<file path="src/rtl/alu_pkg.sv">
// alu_pkg: shared definitions for the ALU functional unit.
//   OP_W      - opcode width
//   alu_op_e  - the eleven defined operation codes; codes 1011-1111 are
//               unassigned and produce a zero result.
package alu_pkg;

  localparam int OP_W = 4;

  typedef enum logic [OP_W-1:0] {
    OP_ADD    = 4'b0000,
    OP_SUB    = 4'b0001,
    OP_AND    = 4'b0010,
    OP_OR     = 4'b0011,
    OP_XOR    = 4'b0100,
    OP_SLL    = 4'b0101,
    OP_SRL    = 4'b0110,
    OP_SLT    = 4'b0111,
    OP_SRA    = 4'b1000,
    OP_SLTU   = 4'b1001,
    OP_PASS_B = 4'b1010
  } alu_op_e;

endpackage

</file>
<file path="src/rtl/alu_core.sv">
// alu_core: purely combinational ALU datapath.
// Ports:
//   op     [OP_W-1:0] operation code (alu_op_e encoding)
//   a      [XLEN-1:0] operand A
//   b      [XLEN-1:0] operand B, or shift amount in its low $clog2(XLEN) bits
//   result [XLEN-1:0] operation result
//   zero              high when result is all zeros
module alu_core
  import alu_pkg::*;
#(
  parameter int XLEN = 32
) (
  input  logic [OP_W-1:0] op,
  input  logic [XLEN-1:0] a,
  input  logic [XLEN-1:0] b,
  output logic [XLEN-1:0] result,
  output logic            zero
);

  localparam int SH_W = $clog2(XLEN);

  // Only the low SH_W bits of b form the shift amount.
  logic [SH_W-1:0] shamt;
  logic            lt_signed;
  logic            lt_unsigned;

  assign shamt       = b[SH_W-1:0];
  assign lt_signed   = $signed(a) < $signed(b);
  assign lt_unsigned = a < b;

  always_comb begin
    result = '0;
    case (op)
      OP_ADD:    result = a + b;
      OP_SUB:    result = a - b;
      OP_AND:    result = a & b;
      OP_OR:     result = a | b;
      OP_XOR:    result = a ^ b;
      OP_SLL:    result = a << shamt;
      OP_SRL:    result = a >> shamt;
      OP_SLT:    result = {{(XLEN-1){1'b0}}, lt_signed};
      OP_SRA:    result = $signed(a) >>> shamt;
      OP_SLTU:   result = {{(XLEN-1){1'b0}}, lt_unsigned};
      OP_PASS_B: result = b;
      default:   result = '0;
    endcase
  end

  assign zero = (result == '0);

endmodule

</file>
<file path="src/rtl/alu_fu.sv">
// alu_fu: pipelined integer ALU functional unit for the Tomasulo core.
// The result is computed combinationally from the issue inputs and captured
// in stage 1; later stages only carry {result, zero, tag}. The CDB outputs
// come straight from the last stage register.
// Ports:
//   clk, rst_n        clock, asynchronous active-low reset
//   flush             kill all in-flight operations (only when the
//                     ALU_FU_FLUSH_EN macro is defined)
//   issue_valid/ready issue handshake from the reservation station
//   issue_op/a/b/tag  operation, operands and destination ROB tag
//   cdb_valid/ready   result handshake towards the CDB arbiter
//   cdb_result/zero/tag result, result==0 flag, ROB tag
//   busy              any stage holds a valid operation
// Optional build macro: ALU_FU_FLUSH_EN adds the flush port.
module alu_fu
  import alu_pkg::*;
#(
  parameter int XLEN   = 32,
  parameter int TAG_W  = 5,
  parameter int STAGES = 2
) (
  input  logic             clk,
  input  logic             rst_n,
`ifdef ALU_FU_FLUSH_EN
  input  logic             flush,
`endif
  input  logic             issue_valid,
  output logic             issue_ready,
  input  logic [OP_W-1:0]  issue_op,
  input  logic [XLEN-1:0]  issue_a,
  input  logic [XLEN-1:0]  issue_b,
  input  logic [TAG_W-1:0] issue_tag,
  output logic             cdb_valid,
  input  logic             cdb_ready,
  output logic [XLEN-1:0]  cdb_result,
  output logic             cdb_zero,
  output logic [TAG_W-1:0] cdb_tag,
  output logic             busy
);

  // Handshakes: a transfer happens at a rising edge when valid && ready.
  // Producers hold valid and payload until that edge; ready never depends on
  // the valid of the same interface; while cdb_valid is high and cdb_ready
  // low, cdb_result/cdb_zero/cdb_tag stay unchanged.

  logic kill;
`ifdef ALU_FU_FLUSH_EN
  assign kill = flush;
`else
  assign kill = 1'b0;
`endif

  logic [STAGES-1:0] stg_v;
  logic [XLEN-1:0]   stg_res  [STAGES];
  logic              stg_zero [STAGES];
  logic [TAG_W-1:0]  stg_tag  [STAGES];

  logic [STAGES-1:0] empty_v;
  logic [STAGES-1:0] adv;

  logic [XLEN-1:0]   core_res;
  logic              core_zero;

  alu_core #(
    .XLEN (XLEN)
  ) u_core (
    .op     (issue_op),
    .a      (issue_a),
    .b      (issue_b),
    .result (core_res),
    .zero   (core_zero)
  );

  // Stage k advances when the CDB accepts or any stage from k to the end is
  // empty: the hole lets everything upstream of it shift by one, which is
  // what collapses bubbles. Written as a flat OR to avoid a ripple loop.
  assign empty_v = ~stg_v;

  always_comb begin
    adv = '0;
    for (int k = 0; k < STAGES; k++) begin
      adv[k] = cdb_ready || (|(empty_v >> k));
    end
  end

  assign issue_ready = adv[0] && !kill;

  always_ff @(posedge clk or negedge rst_n) begin
    if (!rst_n) begin
      stg_v <= '0;
      for (int k = 0; k < STAGES; k++) begin
        stg_res[k]  <= '0;
        stg_zero[k] <= 1'b0;
        stg_tag[k]  <= '0;
      end
    end else if (kill) begin
      // Only the valid bits are cleared; data keeps stale values.
      stg_v <= '0;
    end else begin
      if (adv[0]) begin
        stg_v[0] <= issue_valid;
      end
      if (issue_valid && issue_ready) begin
        stg_res[0]  <= core_res;
        stg_zero[0] <= core_zero;
        stg_tag[0]  <= issue_tag;
      end
      for (int k = 1; k < STAGES; k++) begin
        if (adv[k]) begin
          stg_v[k] <= stg_v[k-1];
          if (stg_v[k-1]) begin
            stg_res[k]  <= stg_res[k-1];
            stg_zero[k] <= stg_zero[k-1];
            stg_tag[k]  <= stg_tag[k-1];
          end
        end
      end
    end
  end

  assign cdb_valid  = stg_v[STAGES-1] && !kill;
  assign cdb_result = stg_res[STAGES-1];
  assign cdb_zero   = stg_zero[STAGES-1];
  assign cdb_tag    = stg_tag[STAGES-1];
  assign busy       = |stg_v;

endmodule
</file>
<file path="config.mk">
export PLATFORM = sky130hd
export DESIGN_NAME = alu_fu
export DESIGN_NICKNAME = d
export VERILOG_FILES = /design/src/rtl/alu_pkg.sv /design/src/rtl/alu_core.sv /design/src/rtl/alu_fu.sv
export SDC_FILE = /design/constraint.sdc
export NUM_CORES = 1
export LEC_CHECK = 0
export BUFFER_PORTS_ARGS = -buffer_cell sky130_fd_sc_hd__buf_2
export CAP_MARGIN = 20
export CORE_MARGIN = 1.5
export CORE_UTILIZATION = 35
export CTS_CLUSTER_DIAMETER = 30
export DETAILED_ROUTE_END_ITERATION = 12
export GPL_TIMING_DRIVEN = 0
export PLACE_DENSITY = 0.51
export SYNTH_ARGS = -nofsm -noshare
export SYNTH_HDL_FRONTEND = slang
export SYNTH_SLANG_ARGS = --single-unit
</file>
<file path="constraint.sdc">
create_clock -name clk -period 2.48 [get_ports clk]
set_input_delay 0.496 -clock clk [delete_from_list [all_inputs] [get_ports clk]]
set_output_delay 0.496 -clock clk [all_outputs]
set_load 0.03 [all_outputs]
</file>
# Yosys cells after proc, flatten, opt, wreduce, memory -nomap -nowiden
# Cells that the tools add are included.
dict set report totals {
  out_inout_bits 41
  inputBits 77
  register_bits 78
}
dict set report classes {
  n_mux 1
  addsub 2
  eq_ne 10
  order_cmp 2
  reduce_logical 8
  bitwise_logic 4
  shift 3
}
# cell count
set op_table {}
lappend op_table {{$pmux 32 s11} 1}
lappend op_table {{$lt 32x32->1} 2}
lappend op_table {{$add 32x32->32} 1}
lappend op_table {{$and 32x32->32} 1}
lappend op_table {{$logic_not 32->1} 1}
lappend op_table {{$or 32x32->32} 1}
lappend op_table {{$shl 32x5->32} 1}
lappend op_table {{$shr 32x5->32} 1}
lappend op_table {{$sshr 32x5->32} 1}
lappend op_table {{$sub 32x32->32} 1}
lappend op_table {{$xor 32x32->32} 1}
lappend op_table {{$eq 4x3->1 const B} 4}
lappend op_table {{$eq 4x4->1 const B} 3}
lappend op_table {{$eq 4x2->1 const B} 2}
lappend op_table {{$eq 4x1->1 const B} 1}
lappend op_table {{$logic_not 4->1} 1}
lappend op_table {{$reduce_or 2->1} 2}
lappend op_table {{$logic_or 1x1->1} 2}
lappend op_table {{$not 2->2} 1}
lappend op_table {{$reduce_and 2->1} 1}
lappend op_table {{$logic_and 1x1->1} 1}

# Depth between registers and ports, before layout
# Gate-level depths: netlist (run 1).
dict set report logic_depth {
  ltp_word 4
  ltp_mapped 17
}

# Hierarchy
# From an unflattened synthesis (run 1), not the netlist that was laid out.
dict set report unflattened {
  hier_cells 1693
  area_unflattened_um2 13704.4
}
# module area_each_um2 cells_per_inst n_inst
set by_module_without_submodules {}
lappend by_module_without_submodules {alu_core 10294.9 1487 1}
lappend by_module_without_submodules {alu_fu 3409.5 206 1}

# Worst setup path after synthesis (run 1)
# Ideal clock, no wire load.
dict set report synth_timing {
  path_kind {input -> register}
  start {input port issue_b[2]}
  end {register stg_zero[1] (netlist name)}
  arrival_time_ns 4.367
  t_required_ns 2.376
  slack_ns -1.991
  n_path_buf 4
  setup_time_ns 0.104
  path_stages 17
  cell_sequence {buf_2 > inv_2 > clkbuf_1 > clkbuf_1 > buf_1 > ha_1 > nor2_1 > o311ai_2 > a21oi_1 > o31ai_2 > xnor2_1 > a221o_1 > a2111oi_1 > nand4_1 > nor4_2 > nand4b_1 > o41ai_2}
}
dict set report synth_between {
  elab_chain_cells 3
  word_cells_on_any_way 12
}
# element line_no
set synth_lines {}
lappend synth_lines {{start: declaration} alu_fu.sv:31} ;# input logic [XLEN-1:0] issue_b,
lappend synth_lines {{$sub 32x32->32, or another cell as far along} alu_core.sv:35} ;# OP_SUB: result = a - b;
lappend synth_lines {{$pmux 32 s11 (*)} alu_core.sv:33} ;# case (op)
lappend synth_lines {{$logic_not 32->1 (*)} alu_core.sv:49} ;# assign zero = (result == '0);
lappend synth_lines {{end signal: indexed assignment} alu_fu.sv:113} ;# stg_zero[k] <= stg_zero[k-1];
lappend synth_lines {{end: declaration} alu_fu.sv:55} ;# logic stg_zero [STAGES];
# Every way passes the cells marked *; elsewhere a longest branch is shown, timed or not.
# A chain may end at the register's enable or synchronous reset.

# Worst setup path in the final report (run 1)
# Ends and elaborated chain as after synthesis.

==> flow_metrics.py, run 1 <==
metrics = {
    "run_status": {
        "status": "finished, violations left",
        "failed_checks": "setup timing",
    },
    "global_route": {
        "grt_most_used_layer": "met2",
        "use_met2_pct": 64.94,
        "overflow": 0,
        "grt_pass1_vias": 15030,
        "grt_util_met1_pct": 48.48,
        "grt_max_degree": 65,
        "grt.total_usage_pct": 39.22,
        "number_of_antenna_violations_at_the_first_check_in_global_routing": 2,
        "first_pass_grt_wire_length_mm": 109.1,
        "gr-usage-met3_pct": 4.507,
    },
    "yosys": {
        "synth.mux.area_fraction_pct": 20.05,
        "syn-num-nets": 1835,
        "synth-compound-area-share_pct": 27.62,
        "synth_async_sr_flop_share_pct": 100.0,
        "synth_largest_type_area_fraction_pct": 14.81,
        "synth_top_family_by_area": "compound AO/OA/AOI/OAI gates",
        "synth.cells.most_frequent": "nor2_1 (158), nand2_1 (149), a21oi_1 (116)",
        "synth_edf_count": 0,
        "syn-cell-area_sq_um": 13180,
        "synthAdderAreaFrac_pct": 9.890,
        "yosys.area.top_type": "dfrtp_1",
        "post_synth_and_or_nand_nor_area_fraction_pct": 17.82,
        "synth_cell_type_count": 99,
        "synth_most_common_cell": "nor2_1",
        "yosysWarnings": 0,
        "synth-main-ff-cell": "dfrtp_1",
        "synth-seq-cells": 78,
        "synth_cells": 1655,
        "syn-mean-instance-area_sq_um": 7.965,
        "synth_top_cells_by_area": "dfrtp_1 (15%), ha_1 (9.6%), mux2_2 (6.9%)",
        "synthXorXnorAreaFrac_pct": 0.9966,
        "synth-seq-area-share_pct": 14.81,
    },
    "timing": {
        "grt_setup_unrepaired": "true",
        "final-setup-viol-count": 33,
        "achievable-frequency_mhz": 250.7,
        "worst_pin_slew_ns": 0.9968,
        "timing_max_transition_violations_final": 0,
        "finalCritPeriodShare_pct": 160.9,
        "time_the_worst_path_needs_with_i_o_delays_and_setup_ns": 3.989,
        "final-hold-violation-count": 0,
        "finClkSkew_ns": 0.006198,
        "worst_slew_margin_rel_pct": 33.38,
        "layout_setup_ws_ns": -1.509,
    },
    "pwr": {
        "power-per-cell-area_nw_per_um2": 453.5,
        "power.static_leakage_nw": 7.585,
        "power.ir.vdd_worst_v": 0.0002798,
        "fin_total_pwr_mw": 8.117,
    },
    "clock_tree": {
        "clkLatencyLatePin_ns": 0.33,
        "clock_path_buffers": 2,
        "clock-sinks": 78,
        "cts-root-buf": "clkbuf_16",
        "tritoncts_clock_tree": "yes",
        "htree_levels": 3,
        "clkTransAtPathRegs_ns": 0.06,
        "numCtsBuffers": 9,
    },
    "worst_setup_path": {
        "regToRegStartpoint": "stg_v[0]",
        "critPathMaxStageDelay_ns": 0.53,
        "worst-endpoint-required_ns": 2.70,
        "cp_cell_sequence": "buf_8 -> buf_12 -> buf_4 -> buf_4 -> buf_12 -> clkbuf_4 -> nor2_1 -> buf_6 -> nand2_1 -> mux2i_1 -> o22ai_1 -> nor2_1 -> o21ai_0 -> or4_1 -> a31oi_1 -> a22o_1 -> o41ai_2 -> o41ai_2",
        "endpoint_kind": "register",
        "critical_path_peak_fanout": 10,
        "timing.critical_path.arrival_ns": 4.20,
        "worstSetupPathType": "input pin to register",
        "crit_path_start_kind": "input pin",
        "cpLargestDelayFamily": "simple AND/OR/NAND/NOR gates",
        "cp_slowest_cell": "or4_1",
        "worst_r2r_endpoint": "stg_zero[1]",
        "r2r_cells": 11,
        "critPathBufInv": 7,
        "worst_case_register_to_register_setup_slack_ns": -0.68,
    },
    "final_layout": {
        "area_growth_syn_to_fin_pct": 35.77,
        "fillerInstances": 3643,
        "post_route_core_utilization_pct": 48.54,
        "final_nets": 2074,
        "post_route_cells_drive_above_1_share_pct": 38.41,
    },
    "place": {
        "buffer_ports.inserted": 117,
        "preCtsSetupSlack_ns": -2.759,
        "detailedPlacementHpwl_mm": 60.73,
        "final_wtd_congestion": 1.047,
    },
    "die": {
        "boundaryPins": 118,
        "core_region_area_sq_um": 36870,
        "num_rows": 70,
        "dieWidth_um": 197.1,
        "floorplan.die_area_sq_um": 38840,
        "initial_core_util_pct": 35.75,
        "die-height_um": 197.1,
    },
    "drt": {
        "route.final.wire_length_mm": 77.26,
        "vias": 15640,
        "firstDrtPassIters": 6,
        "detail_route.drc_violations": 0,
        "routed_wire_length_per_instance_um": 32.15,
        "vias_per_cell": 6.507,
        "drtIter0Drc": 1733,
        "antenna_left": 0,
    },
    "flow_run": {
        "max_capacitance_violation_total": 0,
    },
    "hold_path": {
        "hp-class": "input pin to asynchronous set/reset pin",
    },
}
flip-flops by register name, summed over array words and instances, names as in the netlist:
name and flops:
cdb_zero 1, stg_v 2, stg_res 32, stg_tag 5, stg_zero 1, cdb_tag 5, cdb_result 32
timing repair:
item | in CTS | in global routing
hold endpoints to repair | 0 | 0
hold buffers | 0 | 0
setup endpoints to repair | 33 | 33
pin swaps | 66 | 56
setup buffers | 72 | 42
resized for setup | 323 | 108
cell families after synthesis:
logic type,count (synthesis)
buffers and inverters,248
AO/OA/AOI/OAI,517
AND/OR/NAND/NOR,494
adder cells (fa/ha/maj),103
XOR/XNOR,15
flip-flops,78
multiplexers,200
layout by cell type (no fill, tap or decap), types with 13 or more instances in the layout:
master	n
a21o_1	16
a21oi_1	95
a21oi_2	15
a22oi_1	19
buf_12	16
buf_2	118
buf_4	137
buf_6	29
clkbuf_1	22
clkbuf_16	14
clkbuf_2	25
dfrtp_1	78
ha_1	94
inv_1	87
mux2_1	16
mux2_2	73
mux2_4	14
mux2i_1	36
mux4_2	40
nand2_1	140
nand2b_1	16
nand3_1	29
nor2_1	145
nor2b_1	13
nor3_1	22
o211ai_1	23
o21ai_0	51
o21ai_1	19
o21ai_2	16
o221ai_1	20
metrics by stage:
| step | setup TNS [ns] | hold WS, ns | area [sq um] | cells |
|---|---|---|---|---|
| after floorplan | -14.39 | 0.2004 | 13600 | 1655 |
| after global placement | -64.09 | 0.4611 | 14820 | 2276 |
| after detailed placement | -56.69 | 0.3679 | 14940 | 2284 |
| after CTS | -21.29 | 0.01201 | 17110 | 2366 |
| after global routing | -26.34 | 0.02137 | 17900 | 2402 |
| final | -24.98 | 0.02001 | 17900 | 2403 |
how the worst max path moves through the flow:
stage                    start     endpoint  slack [ns]  cells after the start
floorplan           issue_b[2]  stg_zero[1]       -1.08                     17
global placement    issue_b[2]  stg_zero[1]       -2.85                     14
detailed placement  issue_b[2]  stg_zero[1]       -2.76                     14
CTS                 issue_b[1]  stg_zero[1]       -1.59                     19
global route        issue_b[2]  stg_zero[1]       -1.60                     18
finish              issue_b[2]  stg_zero[1]       -1.51                     18
power breakdown:
group	switching, mW	internal (mW)	leakage (nW)
Clock	0.481	0.930	0.155
Combinational	2.93	2.03	6.46
Sequential	0.157	1.59	0.969
Total	3.57	4.55	7.59
metal layers:
| metal | vias up | share of wire, % |
|---|---|---|
| met1 | 7694 | 39 |
| li1 | 6680 | - |
| met4 | 2 | 7.8 |
| met2 | 990 | 46 |
| met3 | 271 | 7.3 |
| met5 | - | 0.010 |
layout make-up:
cell class | instances | area (sq um) | share of cell area [%]
antenna | 1 | 2.502 | 0.01398
buffer | 145 | 1240 | 6.928
clock buffer | 12 | 256.5 | 1.433
clock inverter | 3 | 67.56 | 0.3775
inverter | 95 | 387.9 | 2.167
multi-input combinational | 1329 | 11660 | 65.16
sequential | 78 | 1952 | 10.91
tap | 504 | 630.6 | 3.523
timing repair buffer | 236 | 1699 | 9.493
No activity file was read; power rests on OpenSTA's default activity.
==> run 2: changes to the inputs <==
--- a/config.mk
+++ b/config.mk
@@ -11,7 +11,6 @@
 export CORE_UTILIZATION = 35
 export CTS_CLUSTER_DIAMETER = 30
 export DETAILED_ROUTE_END_ITERATION = 12
-export GPL_TIMING_DRIVEN = 0
 export PLACE_DENSITY = 0.51
 export SYNTH_ARGS = -nofsm -noshare
 export SYNTH_HDL_FRONTEND = slang
==> run 2 against run 1 <==
  * The flow still finishes with violations (setup timing)
  * Fmax rose by 9.1%
  * Power rose by 7.0%
  * Clock power fell by 4%
  * Critical endpoint unchanged
  * Register-to-register slack improved by 0.21 ns
  * Clock-buffer cell count fell by 2
  * Worst setup slack improved by 0.33 ns
  * Wire length fell by 3.6%
  * Combinational power rose by 13%
==> flow_metrics.py, run 2 (synthesized netlist as in run 1, its figures left out) <==
metrics = {
    "run_status": {
        "status": "finished, violations left",
        "failed_checks": "setup timing",
    },
    "final_layout": {
        "final_cells": 2887,
        "most-common-layout-cells": "buf_4 (678), nand2_1 (142), nor2_1 (142)",
        "num_antenna_cells": 0,
        "post_route_core_utilization_pct": 59.75,
        "final_common_cell": "buf_4",
        "area_growth_syn_to_fin_pct": 67.12,
        "final_nets": 2558,
        "post_route_cells_drive_above_1_share_pct": 53.71,
    },
    "global_route": {
        "gr-usage-met3_pct": 4.934,
        "grt_most_used_layer": "met2",
        "grt.total_usage_pct": 37.96,
        "grt_pass1_vias": 16960,
        "overflow": 0,
        "use_met2_pct": 62.35,
        "first_pass_grt_wire_length_mm": 108.9,
        "number_of_antenna_violations_at_the_first_check_in_global_routing": 0,
        "grt_util_met1_pct": 49.59,
        "grt_max_degree": 51,
    },
    "pwr": {
        "fin_total_pwr_mw": 8.688,
        "clkPwrFrac_pct": 15.6,
        "p_comb_share_pct": 64.3,
        "p_int_mw": 5.041,
        "power-per-cell-area_nw_per_um2": 394.4,
        "power.static_leakage_nw": 10.10,
        "switching_power_mw": 3.648,
        "power.ir.vdd_worst_v": 0.0003231,
        "switching_share_pct": 41.98,
        "seq_power_share_pct": 20.0,
    },
    "timing": {
        "setup_total_negative_slack_ns": -14.24,
        "layout_setup_ws_ns": -1.178,
        "grt_setup_unrepaired": "true",
        "achievable-frequency_mhz": 273.4,
        "finClkSkew_ns": 0.005049,
        "final-setup-viol-count": 32,
        "time_the_worst_path_needs_with_i_o_delays_and_setup_ns": 3.658,
        "worst_pin_slew_ns": 0.6290,
        "timing_max_transition_violations_final": 0,
        "final-hold-violation-count": 0,
        "finalCritPeriodShare_pct": 147.5,
        "timing.hold.ws_ns": 0.1547,
        "worst_slew_margin_rel_pct": 58.07,
    },
    "clock_tree": {
        "clkLatencyLatePin_ns": 0.33,
        "clock_path_buffers": 2,
        "clock-sinks": 78,
        "tritoncts_clock_tree": "yes",
        "htree_levels": 3,
        "clkTransAtPathRegs_ns": 0.06,
        "numCtsBuffers": 9,
        "cts-root-buf": "clkbuf_16",
    },
    "worst_setup_path": {
        "timing.critical_path.arrival_ns": 3.88,
        "endpoint_kind": "register",
        "worst_case_register_to_register_setup_slack_ns": -0.47,
        "crit_path_start_kind": "input pin",
        "regToRegStartpoint": "stg_v[0]",
        "worst_r2r_endpoint": "stg_zero[1]",
        "r2r_cells": 12,
        "worst-endpoint-required_ns": 2.70,
        "worstSetupPathType": "input pin to register",
        "critical_path_peak_fanout": 9,
    },
    "die": {
        "dieWidth_um": 197.1,
        "core_region_area_sq_um": 36870,
        "num_rows": 70,
        "floorplan.die_area_sq_um": 38840,
        "boundaryPins": 118,
        "die-height_um": 197.1,
        "initial_core_util_pct": 35.75,
    },
    "drt": {
        "routed_wire_length_per_instance_um": 25.79,
        "route.final.wire_length_mm": 74.46,
        "vias": 17100,
        "drtIter0Drc": 1820,
        "vias_per_cell": 5.922,
        "antenna_left": 0,
        "firstDrtPassIters": 6,
        "detail_route.drc_violations": 0,
    },
    "place": {
        "buffer_ports.inserted": 117,
        "detailedPlacementHpwl_mm": 61.62,
        "final_wtd_congestion": 1.089,
        "place.detailed.instances": 2806,
    },
    "hold_path": {
        "hp-class": "input pin to asynchronous set/reset pin",
    },
    "flow_run": {
        "max_capacitance_violation_total": 0,
    },
}
## run 2: cell type report
| class | instances | area [sq um] |
|---|---|---|
| Multi-Input combinational cell | 1330 | 11900 |
| Clock inverter | 6 | 86.33 |
| Tap cell | 504 | 630.6 |
| Sequential cell | 78 | 1952 |
| Fill cell | 3448 | 14840 |
| Timing Repair Buffer | 864 | 6827 |
| Clock buffer | 10 | 229.0 |
| Inverter | 95 | 410.4 |
## run 2: critical path, stage by stage
cell,delay [ns]
buf_2,0.11
buf_4,0.21
ha_1,0.27
buf_4,0.14
nor2_1,0.04
o31ai_1,0.25
buf_4,0.19
o31ai_4,0.09
buf_6,0.14
a2111o_1,0.42
a211o_1,0.30
a221oi_4,0.29
nand3_2,0.15
nor4_4,0.38
nand4b_1,0.17
o41ai_2,0.23
## run 2: power groups by stage
stage,Sequential [mW],Clock (mW),Combinational [mW]
6_report,1.74,1.36,5.59
5_1_grt,1.79,1.45,5.87
4_1_cts,1.75,1.39,5.27
3_5_place_dp,1.77,0,4.79
3_3_place_gp,1.75,0,4.76
2_1_floorplan,1.72,0,2.74
## run 2: worst max-delay path by stage
stage                        to  depth (start not counted)  startpoint  slack (ns)
detailed placement  stg_zero[1]                         14  issue_b[0]       -2.03
global route        stg_zero[1]                         16  issue_a[7]       -1.23
finish              stg_zero[1]                         16  issue_a[7]       -1.18
CTS                 stg_zero[1]                         15  issue_b[0]       -1.16
global placement    stg_zero[1]                         14  issue_b[0]       -2.04
floorplan           stg_zero[1]                         17  issue_b[2]       -1.08
## run 2: per-layer routing
layer / routed length, um / vias up / part of all wire, %
li1: - / 7658 / -
met1: 31390 / 8425 / 42
met2: 34100 / 831 / 46
met3: 5419 / 184 / 7.3
met4: 3557 / 0 / 4.8
met5: 0 / - / 0
## run 2: per-stage QoR
stage | instance area [sq um] | worst slack, ns
global route | 22030 | -1.227
CTS | 21370 | -1.162
finish | 22030 | -1.178
detailed placement | 19290 | -2.033
floorplan | 13600 | -1.076
global placement | 19290 | -2.042
## run 2: what timing repair did
action	CTS	global route
setup buffers	56	25
hold endpoints to repair	0	0
hold buffers	0	0
endpoints found under the setup margin	32	33
gates resized for setup	290	129
pin swaps	67	67
cloned	1	1
